**src/rtl/uart_pkg.sv**
```systemverilog
`default_nettype none
// ============================================================================
// Module      : uart_pkg
// Description : Shared state encodings, MMIO addresses and status bit indices
//               for the UART peripheral.
// Revision    : 1.0 - initial release
// ============================================================================
package uart_pkg;

  typedef enum logic [1:0] {
    TX_IDLE  = 2'd0,
    TX_START = 2'd1,
    TX_DATA  = 2'd2,
    TX_STOP  = 2'd3
  } tx_state_e;

  typedef enum logic [1:0] {
    RX_IDLE  = 2'd0,
    RX_START = 2'd1,
    RX_DATA  = 2'd2,
    RX_STOP  = 2'd3
  } rx_state_e;

  localparam logic [31:0] UART_TXD_ADDR = 32'h4000_0018;
  localparam logic [31:0] UART_RXD_ADDR = 32'h4000_001C;
  localparam logic [31:0] UART_CON_ADDR = 32'h4000_0020;

  localparam int CON_TX_BUSY  = 0;
  localparam int CON_RX_BUSY  = 1;
  localparam int CON_TX_DONE  = 2;
  localparam int CON_RX_DONE  = 3;
  localparam int CON_RX_OVERR = 4;

  // Tick count at which a bit period ends, and the start-bit mid-point.
  localparam logic [3:0] TICK_LAST = 4'd15;
  localparam logic [3:0] TICK_MID  = 4'd7;

endpackage
`default_nettype wire

```
**src/rtl/uart_rx_core.sv**
```systemverilog
`default_nettype none
// ============================================================================
// Module      : uart_rx_core
// Description : 16x oversampled 8N1 receiver with input synchroniser.
// Revision    : 1.0 - initial release
// ============================================================================
module uart_rx_core
  import uart_pkg::*;
(
  input  logic       clk,
  input  logic       reset,
  input  logic       tick_i,
  input  logic       rx_i,
  output logic       busy_o,
  output logic       valid_o,
  output logic [7:0] byte_o
);

  logic [1:0] sync_q;
  logic       prev_q;
  rx_state_e  state_q, state_d;
  logic [3:0] tcnt_q, tcnt_d;
  logic [2:0] bit_q, bit_d;
  logic [7:0] shift_q, shift_d;
  logic       rx_s;

  assign rx_s   = sync_q[1];
  assign busy_o = (state_q != RX_IDLE);
  assign byte_o = shift_q;

  always_ff @(posedge clk) begin
    if (reset) begin
      sync_q  <= 2'b11;
      prev_q  <= 1'b1;
      state_q <= RX_IDLE;
      tcnt_q  <= 4'd0;
      bit_q   <= 3'd0;
      shift_q <= 8'd0;
    end else begin
      sync_q  <= {sync_q[0], rx_i};
      prev_q  <= rx_s;
      state_q <= state_d;
      tcnt_q  <= tcnt_d;
      bit_q   <= bit_d;
      shift_q <= shift_d;
    end
  end

  always_comb begin
    state_d = state_q;
    tcnt_d  = tcnt_q;
    bit_d   = bit_q;
    shift_d = shift_q;
    valid_o = 1'b0;
    case (state_q)
      RX_IDLE: begin
        if (prev_q && !rx_s) begin
          state_d = RX_START;
          tcnt_d  = 4'd0;
        end
      end
      RX_START: begin
        // Half a bit in: a line that has gone high again was only a glitch.
        if (tick_i) begin
          if (tcnt_q == TICK_MID) begin
            tcnt_d  = 4'd0;
            bit_d   = 3'd0;
            state_d = rx_s ? RX_IDLE : RX_DATA;
          end else begin
            tcnt_d = tcnt_q + 4'd1;
          end
        end
      end
      RX_DATA: begin
        if (tick_i) begin
          if (tcnt_q == TICK_LAST) begin
            tcnt_d  = 4'd0;
            shift_d = {rx_s, shift_q[7:1]};
            bit_d   = bit_q + 3'd1;
            if (bit_q == 3'd7) state_d = RX_STOP;
          end else begin
            tcnt_d = tcnt_q + 4'd1;
          end
        end
      end
      RX_STOP: begin
        if (tick_i) begin
          if (tcnt_q == TICK_LAST) begin
            state_d = RX_IDLE;
            valid_o = rx_s;
          end else begin
            tcnt_d = tcnt_q + 4'd1;
          end
        end
      end
      default: state_d = RX_IDLE;
    endcase
  end

endmodule
`default_nettype wire

```
**src/rtl/uart_ctrl.sv**
```systemverilog
`default_nettype none
// ============================================================================
// Module      : uart_ctrl
// Description : MMIO UART peripheral: tick generator, 8N1 transmitter,
//               receiver instance and sticky status flags.
// Revision    : 1.0 - initial release
// ============================================================================
module uart_ctrl
  import uart_pkg::*;
#(
  parameter int CLK_FREQ   = 100_000_000,
  parameter int BAUD       = 9600,
  parameter int OVERSAMPLE = 16
) (
  input  logic       clk,
  input  logic       reset,
  input  logic [7:0] tx_data,
  input  logic       tx_start,
  input  logic       con_read,
  input  logic       uart_rx,
  output logic       uart_tx,
  output logic [7:0] rx_data,
  output logic [4:0] uart_con,
  output logic       irq
);

  localparam int DIV   = CLK_FREQ / (BAUD * OVERSAMPLE);
  localparam int DIV_W = (DIV > 1) ? $clog2(DIV) : 1;

  logic [DIV_W-1:0] div_q;
  logic             tick;

  assign tick = (div_q == DIV_W'(DIV - 1));

  always_ff @(posedge clk) begin
    if (reset || tick) div_q <= '0;
    else               div_q <= div_q + 1'b1;
  end

  tx_state_e  tx_state_q, tx_state_d;
  logic [3:0] tx_tcnt_q, tx_tcnt_d;
  logic [2:0] tx_bit_q, tx_bit_d;
  logic [7:0] tx_shift_q, tx_shift_d;
  logic       tx_line_q, tx_line_d;
  logic       tx_done_set;

  always_ff @(posedge clk) begin
    if (reset) begin
      tx_state_q <= TX_IDLE;
      tx_tcnt_q  <= 4'd0;
      tx_bit_q   <= 3'd0;
      tx_shift_q <= 8'd0;
      tx_line_q  <= 1'b1;
    end else begin
      tx_state_q <= tx_state_d;
      tx_tcnt_q  <= tx_tcnt_d;
      tx_bit_q   <= tx_bit_d;
      tx_shift_q <= tx_shift_d;
      tx_line_q  <= tx_line_d;
    end
  end

  always_comb begin
    tx_state_d  = tx_state_q;
    tx_tcnt_d   = tx_tcnt_q;
    tx_bit_d    = tx_bit_q;
    tx_shift_d  = tx_shift_q;
    tx_done_set = 1'b0;
    case (tx_state_q)
      TX_IDLE: begin
        if (tx_start) begin
          tx_state_d = TX_START;
          tx_shift_d = tx_data;
          tx_tcnt_d  = 4'd0;
        end
      end
      TX_START: begin
        if (tick) begin
          if (tx_tcnt_q == TICK_LAST) begin
            tx_tcnt_d  = 4'd0;
            tx_bit_d   = 3'd0;
            tx_state_d = TX_DATA;
          end else begin
            tx_tcnt_d = tx_tcnt_q + 4'd1;
          end
        end
      end
      TX_DATA: begin
        if (tick) begin
          if (tx_tcnt_q == TICK_LAST) begin
            tx_tcnt_d  = 4'd0;
            tx_shift_d = {1'b0, tx_shift_q[7:1]};
            tx_bit_d   = tx_bit_q + 3'd1;
            if (tx_bit_q == 3'd7) tx_state_d = TX_STOP;
          end else begin
            tx_tcnt_d = tx_tcnt_q + 4'd1;
          end
        end
      end
      TX_STOP: begin
        // A write landing on the final stop cycle starts the next frame directly.
        if (tick) begin
          if (tx_tcnt_q == TICK_LAST) begin
            tx_done_set = 1'b1;
            tx_tcnt_d   = 4'd0;
            if (tx_start) begin
              tx_state_d = TX_START;
              tx_shift_d = tx_data;
            end else begin
              tx_state_d = TX_IDLE;
            end
          end else begin
            tx_tcnt_d = tx_tcnt_q + 4'd1;
          end
        end
      end
      default: tx_state_d = TX_IDLE;
    endcase
    case (tx_state_d)
      TX_START: tx_line_d = 1'b0;
      TX_DATA:  tx_line_d = tx_shift_d[0];
      default:  tx_line_d = 1'b1;
    endcase
  end

  assign uart_tx = tx_line_q;

  logic       rx_busy;
  logic       rx_valid;
  logic [7:0] rx_byte;

  uart_rx_core u_rx_core (
    .clk     (clk),
    .reset   (reset),
    .tick_i  (tick),
    .rx_i    (uart_rx),
    .busy_o  (rx_busy),
    .valid_o (rx_valid),
    .byte_o  (rx_byte)
  );

  logic       tx_done_q, rx_done_q, overrun_q;
  logic [7:0] rx_data_q;

  // Set events take priority over a coincident status read.
  always_ff @(posedge clk) begin
    if (reset) begin
      tx_done_q <= 1'b0;
      rx_done_q <= 1'b0;
      overrun_q <= 1'b0;
      rx_data_q <= 8'd0;
    end else begin
      if (tx_done_set)   tx_done_q <= 1'b1;
      else if (con_read) tx_done_q <= 1'b0;

      if (rx_valid)      rx_done_q <= 1'b1;
      else if (con_read) rx_done_q <= 1'b0;

      if (rx_valid && rx_done_q) overrun_q <= 1'b1;
      else if (con_read)         overrun_q <= 1'b0;

      if (rx_valid) rx_data_q <= rx_byte;
    end
  end

  always_comb begin
    uart_con               = 5'd0;
    uart_con[CON_TX_BUSY]  = (tx_state_q != TX_IDLE);
    uart_con[CON_RX_BUSY]  = rx_busy;
    uart_con[CON_TX_DONE]  = tx_done_q;
    uart_con[CON_RX_DONE]  = rx_done_q;
    uart_con[CON_RX_OVERR] = overrun_q;
  end

  assign rx_data = rx_data_q;
  assign irq     = tx_done_q | rx_done_q;

endmodule
`default_nettype wire

```
**config.mk**
```make
export PLATFORM = sky130hd
export DESIGN_NAME = uart_ctrl
export DESIGN_NICKNAME = d
export VERILOG_FILES = /design/src/rtl/uart_pkg.sv /design/src/rtl/uart_rx_core.sv /design/src/rtl/uart_ctrl.sv
export SDC_FILE = /design/constraint.sdc
export NUM_CORES = 1
export LEC_CHECK = 0
export ABC_CLOCK_PERIOD_IN_PS = 4200
export CORE_ASPECT_RATIO = 1.5
export CORE_MARGIN = 2
export CORE_UTILIZATION = 30
export CTS_CLUSTER_SIZE = 12
export DETAILED_ROUTE_END_ITERATION = 8
export GPL_ROUTABILITY_DRIVEN = 0
export PLACE_DENSITY = 0.57
export SYNTH_ARGS = -nofsm -noshare
export SYNTH_HDL_FRONTEND = slang
export SYNTH_SLANG_ARGS = --single-unit
```
**constraint.sdc**
```tcl
create_clock -name clk -period 4.2 [get_ports clk]
set_input_delay 0.63 -clock clk [delete_from_list [all_inputs] [get_ports clk]]
set_output_delay 0.63 -clock clk [all_outputs]
set_load 0.03 [all_outputs]
```
==> results of run 1 <==
==> power breakdown <==
part / total (mW) / switching, mW / internal [mW]
clock: 0.802 / 0.255 / 0.547
sequential: 0.587 / 0.0144 / 0.573
combinational: 0.0823 / 0.0424 / 0.0399
==> layout make-up <==
cell class | count | area share, %
inverters | 5 | 0.540
multi-input cells | 260 | 44.2
clock inverters | 4 | 2.12
repair buffers | 28 | 7.84
flip-flops and latches | 59 | 34.0
well taps | 112 | 4.03
clock buffers | 11 | 7.27
==> metal layers <==
layer	part of all wire, %	global-route usage [%]
met5	0	0
met3	4.5	3.81
met4	3.0	7.26
met2	49	21.5
met1	44	12.6
==> registers in the layout, indices dropped and copies added (netlist names), named ones only <==
register,flops
div_q,10
rx_data,8
tx_shift_q,8
u_rx_core.byte_o,8
tx_tcnt_q,4
u_rx_core.tcnt_q,4
tx_bit_q,3
u_rx_core.bit_q,3
tx_state_q,2
u_rx_core.sync_q,2
overrun_q,1
rx_done_q,1
tx_done_q,1
u_rx_core.prev_q,1
u_rx_core.state_q,1
uart_tx,1
==> cells in the mapped netlist (all sizes together) (6+ instances only) <==
cell type	count	area share, %
a21oi	35	6.1
a31oi	11	2.4
and3	11	2.4
buf	9	2.0
clkbuf	16	2.1
dfxtp	59	41
ha	8	3.5
mux2	6	2.4
nand2	62	8.2
nand3	24	4.2
nand3b	10	2.6
nor2	26	3.7
or2	8	1.8
xor2	8	2.5
==> kinds of logic (layout without fill, tap and decap cells) <==
kind of cell	after synthesis	count (layout)	share of synthesized area (%)
xor+xnor	9	9	2.76
fa+ha+maj	8	8	3.51
compound gates	70	70	15.7
simple gates	164	164	28.4
mux	9	9	3.42
flops	59	59	41.4
buf+inv	30	48	4.78
==> worst paths after layout <==
path / from / end / slack (ns) / cells after the start
worst max register to register: div_q[2] / uart_tx / 1.81 / 5
worst max-delay path: tx_state_q[0] / uart_con[0] / 1.18 / 3
worst min register to register: u_rx_core.sync_q[0] / u_rx_core.sync_q[1] / 0.40 / 1
worst min-delay path: u_rx_core.sync_q[0] / u_rx_core.sync_q[1] / 0.40 / 1
==> summary.txt, run 1 <==
Route
  • WL per Instance: 12.3 um
  • Wirelength, routed: 5900 um
  • Antenna viol nets, final: 0
  • Vias/cell: 5.10
  • Detailed-route via count: 2444
  • Drt pass-1 iters: 4
  • Post-route DRC: 0
  • Initial DRC count: 151

Critical path
  • Critical path fanouts, max: 20
  • Arrival time worst endpoint: 2.39 ns
  • Worst setup SP type: flop
  • Sum of buffers and inverters on the critical path: 2
  • Crit Path Class: reg -> out
  • CP max stage cell: clkdlybuf4s50_1
  • Worst path cell trace: nor2_1 > inv_1 > clkdlybuf4s50_1
  • Family with the most delay on the worst path: buffers and inverters
  • CP Data Required Time: 3.57 ns
  • Slowest stage delay, CP: 0.77 ns
  • CP Capture Type: output port

Clock network
  • Total setup buffers inserted after CTS: 0
  • Max Root-Sink Buffers: 2
  • Post-CTS sizing: 0
  • TritonCTS clock tree: yes
  • CTS H-tree depth: 3
  • CTS buffer count: 9
  • Reg clk slew, reported paths: 0.05 ns
  • Sink Count: 59
  • Worst skew pair latency: 0.33 ns
  • CTS Hold Bufs: 0
  • Root Buffer: clkbuf_16

Placement
  • Dpl ws: 1.56 ns
  • Port Buffers: 27
  • Post-DP HPWL: 3960 um
  • Post-Place Cells: 464
  • Area after DPL: 0.00315 mm^2

Floorplanning
  • Core box area: 0.00925 mm^2
  • Die Area: 0.0103 mm^2
  • Initial Util: 30.8%
  • Die height: 123 um
  • Site Rows: 43
  • Num ports: 28
  • Die Wd: 83.6 um

Global routing
  • First-pass GRT wire length: 10100 um
  • Grt total ovfl: 0
  • GR Util All Layers: 12.1%
  • Largest net degree at the start of global routing: 51
  • Vias in the first global route: 2365
  • Initial antenna violation count: 0

Yosys
  • YS warnings: 0
  • Yosys cell types: 44
  • Netlist Area Pre-Place: 0.00285 mm^2
  • Post-synth ARST share: 0%
  • Mean Syn Cell Area: 8.17 um^2
  • Number of flops mapped to enable cells by yosys: 0
  • Syn_nets: 370
  • Sequential fraction of the synthesis area: 41.4%
  • Primary FF master, synth: dfxtp_1
  • Cell count after synthesis: 349
  • Yosys reg bits: 59

Finish
  • Storage cell area: 0.00118 mm^2
  • Commonest non-fill, non-tap cell in the layout: nand2_1
  • Final Non-Filler Cells: 479
  • Highest-count cells in the layout ignoring fill and taps: nand2_1 (62), dfxtp_1 (59), a21oi_1 (35)
  • Area occupied by multi-input gates: 0.00154 mm^2
  • Finished Core Util: 37.6%
  • Antenna cells: 0
  • Post-route cell area: 0.00348 mm^2
  • Final nets: 384
  • Share of post-route cells with drive strength above 1: 10.1%
  • Fill cells: 996
  • Synth-to-Final Area Change: 22.0%

STA
  • RSZ-0062 raised after global routing: no
  • Worst hold slack: 0.403 ns
  • Final worst slack: 1.18 ns
  • Final hold viol count: 0
  • # setup viols final: 0
  • Setup tns final: 0 ns
  • Slew at the pin closest to its max-slew limit: 0.889 ns
  • Fin. max-slew vios: 0
  • Fmax achieved: 331 MHz
  • Post-route minimum period: 3.02 ns
  • Final Skew: 0.00591 ns
  • Worst slew margin: 40.7%
  • Period utilisation layout: 72.0%

Pwr
  • Peak VDD IR: 0.000296 V
  • Total power: 1.47 mW
  • Leakage power: 1.28 nW
  • Pwr Density: 423 mW/mm^2

Hold path
  • HP Class: reg -> reg

Run
  • Max cap viols: 0

Outcome
  • Status: completed
(Power assumes the default switching activity.)
==> inputs of run 2 (changes only) <==
--- a/config.mk
+++ b/config.mk
@@ -5,14 +5,14 @@
 export SDC_FILE = /design/constraint.sdc
 export NUM_CORES = 1
 export LEC_CHECK = 0
-export ABC_CLOCK_PERIOD_IN_PS = 4200
+export ABC_CLOCK_PERIOD_IN_PS = 2700
 export CORE_ASPECT_RATIO = 1.5
 export CORE_MARGIN = 2
 export CORE_UTILIZATION = 30
 export CTS_CLUSTER_SIZE = 12
 export DETAILED_ROUTE_END_ITERATION = 8
 export GPL_ROUTABILITY_DRIVEN = 0
-export PLACE_DENSITY = 0.57
+export PLACE_DENSITY = 0.59
 export SYNTH_ARGS = -nofsm -noshare
 export SYNTH_HDL_FRONTEND = slang
 export SYNTH_SLANG_ARGS = --single-unit
==> constraint.sdc (replaced) <==
create_clock -name clk -period 2.7 [get_ports clk]
set_input_delay 0.405 -clock clk [delete_from_list [all_inputs] [get_ports clk]]
set_output_delay 0.405 -clock clk [all_outputs]
set_load 0.03 [all_outputs]
==> run 2 against run 1 <==
Against the previous run:
- cell count grew 1.5%
- clock skew is 0.0016 ns lower
- first-iteration DRC count decreased by 30%
- sequential power is 55% higher
- sequential share of layout area fell by 0.25 points
- worst setup slack worse by 0.84 ns
- global-route usage is 0.46 points higher
- critical endpoint is now uart_tx
==> summary.txt, run 2 (synthesis gave the netlist of run 1 again) <==
Finish
  • Synth-to-Final Area Change: 22.9% (was 22.0%)
  • Final nets: 390 (was 384)
  • Highest-count cells in the layout ignoring fill and taps: nand2_1 (62), dfxtp_1 (59), a21oi_1 (35) (unchanged)
  • Final Non-Filler Cells: 486 (was 479)
  • Antenna cells: 0 (unchanged)
  • Commonest non-fill, non-tap cell in the layout: nand2_1 (unchanged)
  • Share of post-route cells with drive strength above 1: 11.5% (was 10.1%)
  • Number of flip-flops in the largest register: 10 (unchanged)
  • Largest register by flop count: div_q (unchanged)

STA
  • Final Skew: 0.00434 ns (was 0.00591 ns)
  • Worst slew margin: 67.1% (was 40.7%)
  • RSZ-0062 raised after global routing: no (unchanged)
  • Post-route minimum period: 2.37 ns
  • Fmax achieved: 422 MHz
  • Period utilisation layout: 87.7%
  • Final hold viol count: 0 (unchanged)
  • Fin. max-slew vios: 0 (unchanged)
  • Slew at the pin closest to its max-slew limit: 0.494 ns (was 0.889 ns)
  • Setup tns final: 0 ns (unchanged)
  • # setup viols final: 0 (unchanged)

Route
  • Drt pass-1 iters: 4 (unchanged)
  • Antenna viol nets, final: 0 (unchanged)
  • Post-route DRC: 0 (unchanged)
  • Vias/cell: 5.08 (was 5.10)
  • Detailed-route via count: 2469 (was 2444)
  • Initial DRC count: 106 (was 151)
  • Wirelength, routed: 6180 um (was 5900 um)
  • WL per Instance: 12.7 um (was 12.3 um)

Clock network
  • Post-CTS sizing: 0 (unchanged)
  • Worst skew pair latency: 0.32 ns (was 0.33 ns)
  • CTS buffer count: 9 (unchanged)
  • TritonCTS clock tree: yes (unchanged)
  • Sink Count: 59 (unchanged)
  • Max Root-Sink Buffers: 2 (unchanged)
  • Total setup buffers inserted after CTS: 0 (unchanged)
  • CTS Hold Bufs: 0 (unchanged)
  • Reg clk slew, reported paths: 0.06 ns (was 0.05 ns)
  • CTS H-tree depth: 3 (unchanged)
  • Root Buffer: clkbuf_16 (unchanged)

Floorplanning
  • Num ports: 28 (unchanged)
  • Initial Util: 30.8% (unchanged)
  • Die height: 123 um (unchanged)
  • Core box area: 0.00925 mm^2 (unchanged)
  • Site Rows: 43 (unchanged)
  • Die Area: 0.0103 mm^2 (unchanged)
  • Die Wd: 83.6 um (unchanged)

Hold path
  • HP Class: reg -> reg (unchanged)
  • Min-delay src: u_rx_core.sync_q[0] (unchanged)
  • Hold depth: 1 (unchanged)
  • Worst Hold End: u_rx_core.sync_q[1] (unchanged)

Critical path
  • FF-to-FF End: uart_tx (unchanged)
  • Reg2Reg Depth: 5 (unchanged)
  • Arrival time worst endpoint: 2.57 ns (was 2.39 ns)
  • CP Data Required Time: 2.90 ns (was 3.57 ns)
  • Critical path fanouts, max: 8 (was 20)
  • Crit Path Class: reg -> reg (was reg -> out)
  • Worst setup SP type: flop (unchanged)
  • Reg2reg start: div_q[2] (unchanged)
  • CP Capture Type: flop (was output port)
  • R2R setup slack: 0.33 ns (was 1.81 ns)

Placement
  • Post-DP HPWL: 4320 um (was 3960 um)
  • Port Buffers: 27 (unchanged)
  • Post-Place Cells: 470 (was 464)

Global routing
  • First-pass GRT wire length: 10600 um (was 10100 um)
  • Initial antenna violation count: 0 (unchanged)
  • Largest net degree at the start of global routing: 48 (was 51)
  • Vias in the first global route: 2398 (was 2365)
  • Grt total ovfl: 0 (unchanged)
  • GR Util All Layers: 12.6% (was 12.1%)

Run
  • Max cap viols: 0 (unchanged)

Outcome
  • Status: completed (unchanged)

Pwr
  • Peak VDD IR: 0.000367 V (was 0.000296 V)
  • Pwr Density: 624 mW/mm^2 (was 423 mW/mm^2)
  • Total power: 2.19 mW (was 1.47 mW)
  • Leakage power: 1.30 nW (was 1.28 nW)
[run 2: layout make-up]
type / count / area [um^2]
fillers: 952 / 5750
multi-input cells: 260 / 1540
flip-flops and latches: 59 / 1180
repair buffers: 34 / 323
clock buffers: 9 / 225
well taps: 112 / 140
clock inverters: 7 / 77.6
inverters: 5 / 18.8
[run 2: metrics by stage]
stage | setup slack (ns) | instance area [um^2] | utilization, % | hold WS, ns
floorplan | 0.597 | 2850 | - | 0.389
global route | 0.214 | 3500 | 37.9 | 0.424
finish | 0.332 | 3500 | 37.9 | 0.416
detailed placement | 0.340 | 3200 | 34.6 | 0.402
global placement | 0.351 | 3200 | 34.6 | 0.398
CTS | 0.311 | 3500 | 37.9 | 0.418
[run 2: worst max-delay path: stages, from the launching register on]
cell and delay [ns]:
dfxtp_1 0.34, or4b_4 0.57, or4_1 0.74, o21ai_4 0.32, a22oi_1 0.12, a2bb2oi_1 0.14
[run 2: routing by layer]
metal  vias to the layer above  GRT usage (%)  share of wire [%]
met3                         9           3.47                3.0
met4                         0           4.84                1.6
li1                       1259              -                  -
met5                         -              0                  0
met1                      1158           13.2                 42
met2                        43           23.8                 53
[run 2: worst max path at each step]
stage                  start  endpoint  slack, ns
floorplan           div_q[2]   uart_tx       0.60
global placement    div_q[2]   uart_tx       0.35
detailed placement  div_q[2]   uart_tx       0.34
CTS                 div_q[2]   uart_tx       0.31
global route        div_q[2]   uart_tx       0.21
finish              div_q[2]   uart_tx       0.33
[run 2: power breakdown]
group          switching [mW]  internal, mW  leakage (nW)
combinational          0.0757        0.0679         0.671
clock                   0.417         0.719         0.146
sequential             0.0184         0.890         0.478
total                   0.511          1.68          1.30
